[config.mk]
export PLATFORM = sky130hd
export DESIGN_NAME = hub75_bcm_scheduler
export DESIGN_NICKNAME = d
export VERILOG_FILES = /design/src/rtl/hub75_bcm_scheduler.sv
export SDC_FILE = /design/constraint.sdc
export NUM_CORES = 1
export LEC_CHECK = 0
export ABC_CLOCK_PERIOD_IN_PS = 4400
export CORE_MARGIN = 2
export CORE_UTILIZATION = 45
export DETAILED_ROUTE_END_ITERATION = 6
export GPL_ROUTABILITY_DRIVEN = 0
export PLACE_DENSITY = 0.8
export SYNTH_ARGS = -nofsm -noshare
export SYNTH_HDL_FRONTEND = slang
export SYNTH_SLANG_ARGS = --single-unit
export TNS_END_PERCENT = 100
[constraint.sdc]
create_clock -name clk -period 4.4 [get_ports clk]
set_input_delay 0.88 -clock clk [delete_from_list [all_inputs] [get_ports clk]]
set_output_delay 0.88 -clock clk [all_outputs]
set_load 0.02 [all_outputs]
[src/rtl/hub75_bcm_scheduler.sv]
// rtl/hub75_bcm_scheduler.sv - HUB75 binary-coded-modulation scan scheduler (optional HUB75_BRIGHTNESS_EN)
module hub75_bcm_scheduler #(
    parameter int COLS      = 32,
    parameter int ROWPAIRS  = 32,
    parameter int ADDRBITS  = 5,
    parameter int PLANES    = 8,
    parameter int BASE_ON   = 4,
    parameter int TIMERBITS = 16
) (
    input  logic                      clk,
    input  logic                      reset,
    input  logic                      enable,
`ifdef HUB75_BRIGHTNESS_EN
    input  logic [3:0]                brightness,
`endif
    output logic [$clog2(COLS)-1:0]   fb_col,
    output logic [ADDRBITS-1:0]       fb_row,
    output logic [$clog2(PLANES)-1:0] fb_plane,
    input  logic [2:0]                fb_rgb1,
    input  logic [2:0]                fb_rgb2,
    output logic [ADDRBITS-1:0]       led_addr,
    output logic [2:0]                led_rgb1,
    output logic [2:0]                led_rgb2,
    output logic                      led_sclk,
    output logic                      led_latch,
    output logic                      led_blank,
    output logic                      frame_done,
    output logic                      busy
);
    localparam int CW = $clog2(COLS);
    localparam int PW = $clog2(PLANES);

    typedef enum logic [2:0] {S_IDLE, S_SHIFT, S_WAIT, S_BLANK, S_LATCH, S_UNBLANK} state_t;

    state_t                 state_q, state_d;
    logic                   phase_q, phase_d;
    logic [CW-1:0]          col_q, col_d;
    logic [ADDRBITS-1:0]    row_q, row_d;
    logic [PW-1:0]          plane_q, plane_d;
    logic [TIMERBITS-1:0]   cnt_q, cnt_d;
    logic [TIMERBITS-1:0]   on_time;
    logic [ADDRBITS-1:0]    addr_q, addr_d;
    logic [2:0]             rgb1_q, rgb1_d, rgb2_q, rgb2_d;
    logic                   sclk_q, sclk_d;
    logic                   latch_q, latch_d;
    logic                   blank_q, blank_d;
    logic                   done_q, done_d;
    logic                   blank_force;

`ifdef HUB75_BRIGHTNESS_EN
    logic [TIMERBITS+3:0]   scaled;

    // Weighted on-time scaled by (brightness+1)/16 at widened precision
    always_comb begin
        scaled  = (TIMERBITS+4)'(TIMERBITS'(BASE_ON) << plane_q)
                * (TIMERBITS+4)'({1'b0, brightness} + 5'd1);
        on_time = scaled[TIMERBITS+3:4];
    end
`else
    // Weighted on-time of the plane being latched
    always_comb begin
        on_time = TIMERBITS'(BASE_ON) << plane_q;
    end
`endif

    // Next-state, address walk, counter and pin values (pins are registered)
    always_comb begin
        state_d     = state_q;
        phase_d     = phase_q;
        col_d       = col_q;
        row_d       = row_q;
        plane_d     = plane_q;
        cnt_d       = (cnt_q != '0) ? cnt_q - TIMERBITS'(1) : cnt_q;
        addr_d      = addr_q;
        rgb1_d      = rgb1_q;
        rgb2_d      = rgb2_q;
        sclk_d      = 1'b0;
        latch_d     = 1'b0;
        done_d      = 1'b0;
        blank_force = 1'b0;
        case (state_q)
            S_IDLE: begin
                if (enable) begin
                    row_d   = '0;
                    plane_d = '0;
                    col_d   = '0;
                    phase_d = 1'b0;
                    state_d = S_SHIFT;
                end
            end
            S_SHIFT: begin
                if (!phase_q) begin
                    rgb1_d  = fb_rgb1;
                    rgb2_d  = fb_rgb2;
                    phase_d = 1'b1;
                end else begin
                    sclk_d  = 1'b1;
                    phase_d = 1'b0;
                    if (col_q == CW'(COLS-1)) begin
                        state_d = S_WAIT;
                    end else begin
                        col_d = col_q + CW'(1);
                    end
                end
            end
            S_WAIT: begin
                if (cnt_q == '0) begin
                    state_d = S_BLANK;
                end
            end
            S_BLANK: begin
                blank_force = 1'b1;
                state_d     = S_LATCH;
            end
            S_LATCH: begin
                blank_force = 1'b1;
                latch_d     = 1'b1;
                addr_d      = row_q;
                state_d     = S_UNBLANK;
            end
            S_UNBLANK: begin
                cnt_d   = on_time;
                col_d   = '0;
                phase_d = 1'b0;
                if (plane_q == PW'(PLANES-1)) begin
                    plane_d = '0;
                    if (row_q == ADDRBITS'(ROWPAIRS-1)) begin
                        row_d  = '0;
                        done_d = 1'b1;
                    end else begin
                        row_d = row_q + ADDRBITS'(1);
                    end
                end else begin
                    plane_d = plane_q + PW'(1);
                end
                state_d = enable ? S_SHIFT : S_IDLE;
            end
            default: state_d = S_IDLE;
        endcase
        // Panel stays lit exactly while the on-time counter is nonzero
        blank_d = blank_force | (cnt_d == '0);
    end

    // State and pin registers with synchronous reset
    always_ff @(posedge clk) begin
        if (reset) begin
            state_q <= S_IDLE;
            phase_q <= 1'b0;
            col_q   <= '0;
            row_q   <= '0;
            plane_q <= '0;
            cnt_q   <= '0;
            addr_q  <= '0;
            rgb1_q  <= '0;
            rgb2_q  <= '0;
            sclk_q  <= 1'b0;
            latch_q <= 1'b0;
            blank_q <= 1'b1;
            done_q  <= 1'b0;
        end else begin
            state_q <= state_d;
            phase_q <= phase_d;
            col_q   <= col_d;
            row_q   <= row_d;
            plane_q <= plane_d;
            cnt_q   <= cnt_d;
            addr_q  <= addr_d;
            rgb1_q  <= rgb1_d;
            rgb2_q  <= rgb2_d;
            sclk_q  <= sclk_d;
            latch_q <= latch_d;
            blank_q <= blank_d;
            done_q  <= done_d;
        end
    end

    // Framebuffer address leads by one cycle so read data lands in shift phase 0
    assign fb_col     = col_d;
    assign fb_row     = row_d;
    assign fb_plane   = plane_d;
    assign led_addr   = addr_q;
    assign led_rgb1   = rgb1_q;
    assign led_rgb2   = rgb2_q;
    assign led_sclk   = sclk_q;
    assign led_latch  = latch_q;
    assign led_blank  = blank_q;
    assign frame_done = done_q;
    assign busy       = (state_q != S_IDLE) || (cnt_q != '0);
endmodule
==> run_results.csv, run 1 <==
group,metric,value,unit
run_status,status,"complete, no violations",
pwr,swShare,38.6,%
sta,timing.final.crit_share,86.2,%
clocking,cts_root_buffer,"clkbuf_8",
drt,drt_first_pass_iters,4,
yosys,synth_fp_nets,305,
sta,timing.fmax,264,MHz
yosys,synth_ff_type,"dfxtp_1",
clocking,clk_path_buf_depth,2,
yosys,synth-seq-cells,48,
place,hpwlAfterDp,3.83,mm
yosys,synth-edff-count,0,
floorplanning,rows,27,
yosys,avgSynthCellArea,8.70,sq um
clocking,postCtsResizedCells,0,
sta,hold_viol,0,
critical_path,crit_path_end_kind,"output pin",
floorplanning,top_level_ports,38,
drt,routed_wl,5.20,mm
pwr,leakage,1.21,nW
sta,setup-tns-final,0,ps
finish,fin_nets,336,
clocking,cts_tree,"done",
critical_path,criticalPathCategory,"input pin to output pin",
sta,setup_violations,0,
sta,fin_crit,3790,ps
sta,final.setup_skew,9.27,ps
finish,final_area,0.00298,sq mm
critical_path,cp.arrival,2910,ps
finish,area_growth,20.4,%
clocking,cts_buffers,5,
yosys,syn-cell-area,0.00248,sq mm
pwr,clkPwrFrac,20.2,%
place,dpl_cell_area,0.00287,sq mm
floorplanning,die-area,0.00612,sq mm
drt,routedWlPerCell,13.4,microns
grt,antenna_found_initial,0,
yosys,synth_warnings,0,
floorplanning,initial_core_util,45.9,%
clocking,cts_hold_buf,0,
grt,grt_pass1_vias,1904,
finish,final_common_cell,"dfxtp_1",
pwr,vdd_ir_drop_max,0.000217,V
finish,final_cell_mix,"dfxtp_1 (48), nor2_1 (44), clkdlybuf4s50_1 (37)",
sta,tightest_slew,720,ps
drt,drc,0,
yosys,netlist_instances,285,
floorplanning,coreArea,0.00541,sq mm
drt,via_count,2117,
yosys,synthArstFlopShare,0,%
min_path,hold_path_class,"flip-flop to flip-flop",
floorplanning,die_y,78.2,microns
critical_path,cp.required,3520,ps
sta,rsz0062_at_grt,"false",
sta,whs,503,ps
sta,relSlewSlack,51.8,%
critical_path,cp-start-kind,"input pin",
yosys,post_synth_num_cell_types,55,
critical_path,path_max_fanout,9,
drt,via_per_inst,5.44,
finish,antenna_cells,0,
grt,grt_pass1_wl,8.76,mm
clocking,path_clk_slew,90,ps
clocking,post-cts-setup-buffers,0,
pwr,p_sw,0.626,mW
drt,ant_nets,0,
yosys,ys_seq_area_share,38.8,%
floorplanning,chipWidth,78.2,microns
pwr,powerDensity,544,mW/mm^2
pwr,internal-power,0.997,mW
pwr,p_comb_share,43.9,%
finish,num-fill-cells,505,
clocking,clock_latency,300,ps
grt,grt_start_max_net_pins,25,
place,io_buffer_count,37,
flow_run,maxCapViolations,0,
grt,gr-total-overflow,0,
finish,fin_util,55.2,%
clocking,htreeDepth,2,
pwr,pwr-share-seq,35.9,%
drt,drtIter0Drc,127,
sta,drv_slew,0,
grt,grtUsageTotal,17.7,%
clocking,cts_sinks,48,
finish,drive_above_1_share,8.20,%
[power groups by stage]
stage	Sequential (mW)	Clock (mW)	Combinational, mW
2_1_floorplan	0.576	0	0.600
3_3_place_gp	0.587	0	0.692
3_5_place_dp	0.589	0	0.705
4_1_cts	0.580	0.338	0.709
5_1_grt	0.594	0.356	0.793
6_report	0.582	0.328	0.713
[path summary, 6_finish.rpt]
kind	cells after the start	slack, ps	startpoint	end
worst max register to register	9	1620	cnt_q[0]	led_blank
worst min-delay path	2	500	led_addr[2]	led_addr[2]
worst min register to register	2	500	led_addr[2]	led_addr[2]
worst max-delay path	6	610	enable	fb_row[0]
[metal layers]
metal  track usage (%)  routed length, microns
met5                 0                       0
met4              5.61                      75
met3              3.68                     146
met2              28.8                    2490
met1              23.6                    2490
[registers in the layout (all words and copies together), names as in the netlist]
name	flops
row_q	5
led_blank	1
led_rgb1	3
state_q	3
led_rgb2	3
col_q	5
cnt_q	16
led_sclk	1
led_addr	5
frame_done	1
led_latch	1
plane_q	3
phase_q	1
[area by class of cell]
type	count	area [sq um]	share of cell area (%)
well taps	72	90.1	3.02
inverters	6	22.5	0.755
clock inverters	3	46.3	1.55
flip-flops and latches	48	961	32.2
multi-input cells	217	1420	47.5
repair buffers	38	378	12.7
clock buffers	5	68.8	2.31
[per-stage QoR]
step                power (mW)  instances  setup WS [ps]
floorplan                 1.18        285           1570
global placement          1.28        381            647
detailed placement        1.29        381            615
CTS                       1.63        389            596
global route              1.74        389            513
finish                    1.62        389            606
[critical path, stage by stage]
cell and delay [ps]:
clkdlybuf4s50_1 510, nand2_1 70, a21o_1 270, or2_2 360, mux2_2 280, clkdlybuf4s50_1 540
[Yosys cell counts (2+ instances only)]
cell	number	area, sq um
a22o_1	4	35.0
mux2_2	3	33.8
o21a_1	2	15.0
nand3b_1	3	22.5
nand4_1	5	31.3
a21o_1	3	22.5
ha_1	11	138
nor3_1	10	50.1
inv_1	6	22.5
and3_1	4	25.0
buf_2	2	10.0
xor2_1	6	52.6
mux2i_1	12	120
a211oi_1	3	22.5
a31oi_1	4	25.0
nor4_1	3	18.8
a21oi_1	16	80.1
xnor2_1	5	43.8
or2_2	2	12.5
nor2_1	44	165
nand3_1	6	30.0
o21ai_0	8	40.0
o21bai_1	2	15.0
and2_1	2	12.5
clkbuf_1	8	30.0
nand2_1	14	52.6
dfxtp_1	48	961
nor2b_1	20	125
or4_1	3	22.5
[cells by family (layout without fill, tap and decap cells)]
| kind of cell | Yosys count | after routing | share of synthesized area (%) |
|---|---|---|---|
| AO/OA/AOI/OAI | 49 | 49 | 13.0 |
| XOR/XNOR | 11 | 11 | 3.89 |
| adder cells (fa/ha/maj) | 11 | 11 | 5.55 |
| buffers and inverters | 20 | 52 | 4.04 |
| flip-flops | 48 | 48 | 38.8 |
| multiplexers | 15 | 15 | 6.21 |
| AND/OR/NAND/NOR | 131 | 131 | 28.6 |
Note: power is estimated with default switching activity, not from simulation.
==> inputs of run 2 (changes only) <==
--- a/config.mk
+++ b/config.mk
@@ -6,6 +6,7 @@
 export NUM_CORES = 1
 export LEC_CHECK = 0
 export ABC_CLOCK_PERIOD_IN_PS = 4400
+export CORE_ASPECT_RATIO = 2
 export CORE_MARGIN = 2
 export CORE_UTILIZATION = 45
 export DETAILED_ROUTE_END_ITERATION = 6
==> run 2 against run 1 <==
- routed wire length is 5.2% higher
- utilization is 0.12 points higher
- sequential power hardly changed
- clock-buffer cell count unchanged
- global-route usage up 1.9 points
- sequential share of layout area increased by 0.12 points
==> run_results.csv, run 2 (synthesized netlist as in run 1, its figures left out) <==
group,metric,value,unit
finish,final_cell_count_no_fill,378,
drt,drt_first_pass_iters,6,
sta,rsz0062_at_grt,"false",
place,dp.cells,370,
clocking,clk_path_buf_depth,2,
clocking,htreeDepth,2,
critical_path,criticalPathCategory,"flip-flop to output pin",
critical_path,cp.required,3520,ps
finish,final_common_cell,"dfxtp_1",
clocking,postCtsResizedCells,0,
run_status,status,"complete, no violations",
drt,routedWlPerCell,14.5,microns
clocking,path_clk_slew,90,ps
floorplanning,die_y,109,microns
drt,via_count,2146,
floorplanning,chipWidth,56.5,microns
finish,fin_util,55.3,%
sta,final.setup_skew,9.23,ps
finish,final_cell_mix,"dfxtp_1 (48), nor2_1 (44), clkdlybuf4s50_1 (37)",
grt,grt_pass1_vias,2071,
finish,drive_above_1_share,8.49,%
clocking,cts_tree,"done",
pwr,leakage,1.21,nW
critical_path,path_max_fanout,11,
flow_run,maxCapViolations,0,
clocking,cts_root_buffer,"clkbuf_8",
place,hpwlAfterDp,4.19,mm
drt,via_per_inst,5.68,
grt,gr-total-overflow,0,
sta,timing.fmax,272,MHz
finish,largest_reg_flops,16,
sta,relSlewSlack,66.0,%
pwr,vdd_ir_drop_max,0.000483,V
grt,antenna_found_initial,0,
drt,drtIter0Drc,74,
place,place_ws,753,ps
grt,grtUsageTotal,19.6,%
grt,grt_start_max_net_pins,32,
critical_path,cp-start-kind,"flip-flop",
floorplanning,rows,38,
finish,num-fill-cells,512,
drt,drc,0,
finish,area_growth,19.9,%
min_path,hold_path_class,"flip-flop to flip-flop",
finish,antenna_cells,0,
sta,timing.final.crit_share,83.7,%
floorplanning,coreArea,0.00537,sq mm
grt,grt_pass1_wl,9.38,mm
critical_path,crit_path_end_kind,"output pin",
sta,fin_crit,3680,ps
sta,tightest_slew,505,ps
sta,drv_slew,0,
sta,setup_violations,0,
drt,ant_nets,0,
sta,fin_ws,718,ps
clocking,cts_sinks,48,
sta,hold_viol,0,
floorplanning,initial_core_util,46.1,%
clocking,cts_buffers,5,
clocking,cts_hold_buf,0,
floorplanning,top_level_ports,38,
clocking,post-cts-setup-buffers,0,
sta,setup-tns-final,0,ps
critical_path,cp.arrival,2800,ps
finish,top_register,"cnt_q",
floorplanning,die-area,0.00615,sq mm
drt,routed_wl,5.48,mm
clocking,clock_latency,320,ps
finish,fin_nets,337,
pwr,powerDensity,546,mW/mm^2
place,io_buffer_count,37,
[run 2: cell type report]
type                       count  area, sq um  area share (%)
clock buffer                   5         68.8            2.31
clock inverter                 3         42.5            1.43
inverter                       6         22.5           0.758
multi-input combinational    217         1420            47.7
sequential                    48          961            32.3
tap                           60         75.1            2.53
timing repair buffer          39          385            13.0
[run 2: metal layers]
layer | vias up | share of wire [%] | track usage (%)
li1 | 1065 | - | -
met1 | 1025 | 37 | 19.2
met2 | 40 | 56 | 36.0
met3 | 16 | 2.9 | 4.63
met4 | 0 | 4.4 | 12.2
met5 | - | 0 | 0
[run 2: stage by stage]
stage	hold slack [ps]	total power, mW	cell area, sq um
5_1_grt	534	1.74	2970
3_5_place_dp	485	1.30	2860
2_1_floorplan	482	1.18	2480
4_1_cts	511	1.63	2970
6_report	500	1.62	2970
3_3_place_gp	476	1.30	2860
[run 2: critical path, stage by stage, from the launching register on]
cell             delay [ps]
dfxtp_1                 370
inv_1                   140
ha_1                    170
or4b_1                  500
or4_4                   600
nor2_1                  120
nand2_1                  60
clkdlybuf4s50_1         530
[run 2: final timing paths]
check / from / to / slack [ps] / cells after the start
worst max-delay path: cnt_q[0] / busy / 720 / 7
worst min-delay path: led_rgb2[0] / led_rgb2[0] / 500 / 2
worst max register to register: cnt_q[0] / led_blank / 1580 / 9
worst min register to register: led_rgb2[0] / led_rgb2[0] / 500 / 2
[run 2: power breakdown]
part / internal (mW) / switching, mW
combinational: 0.323 / 0.394
clock: 0.168 / 0.154
sequential: 0.504 / 0.0818
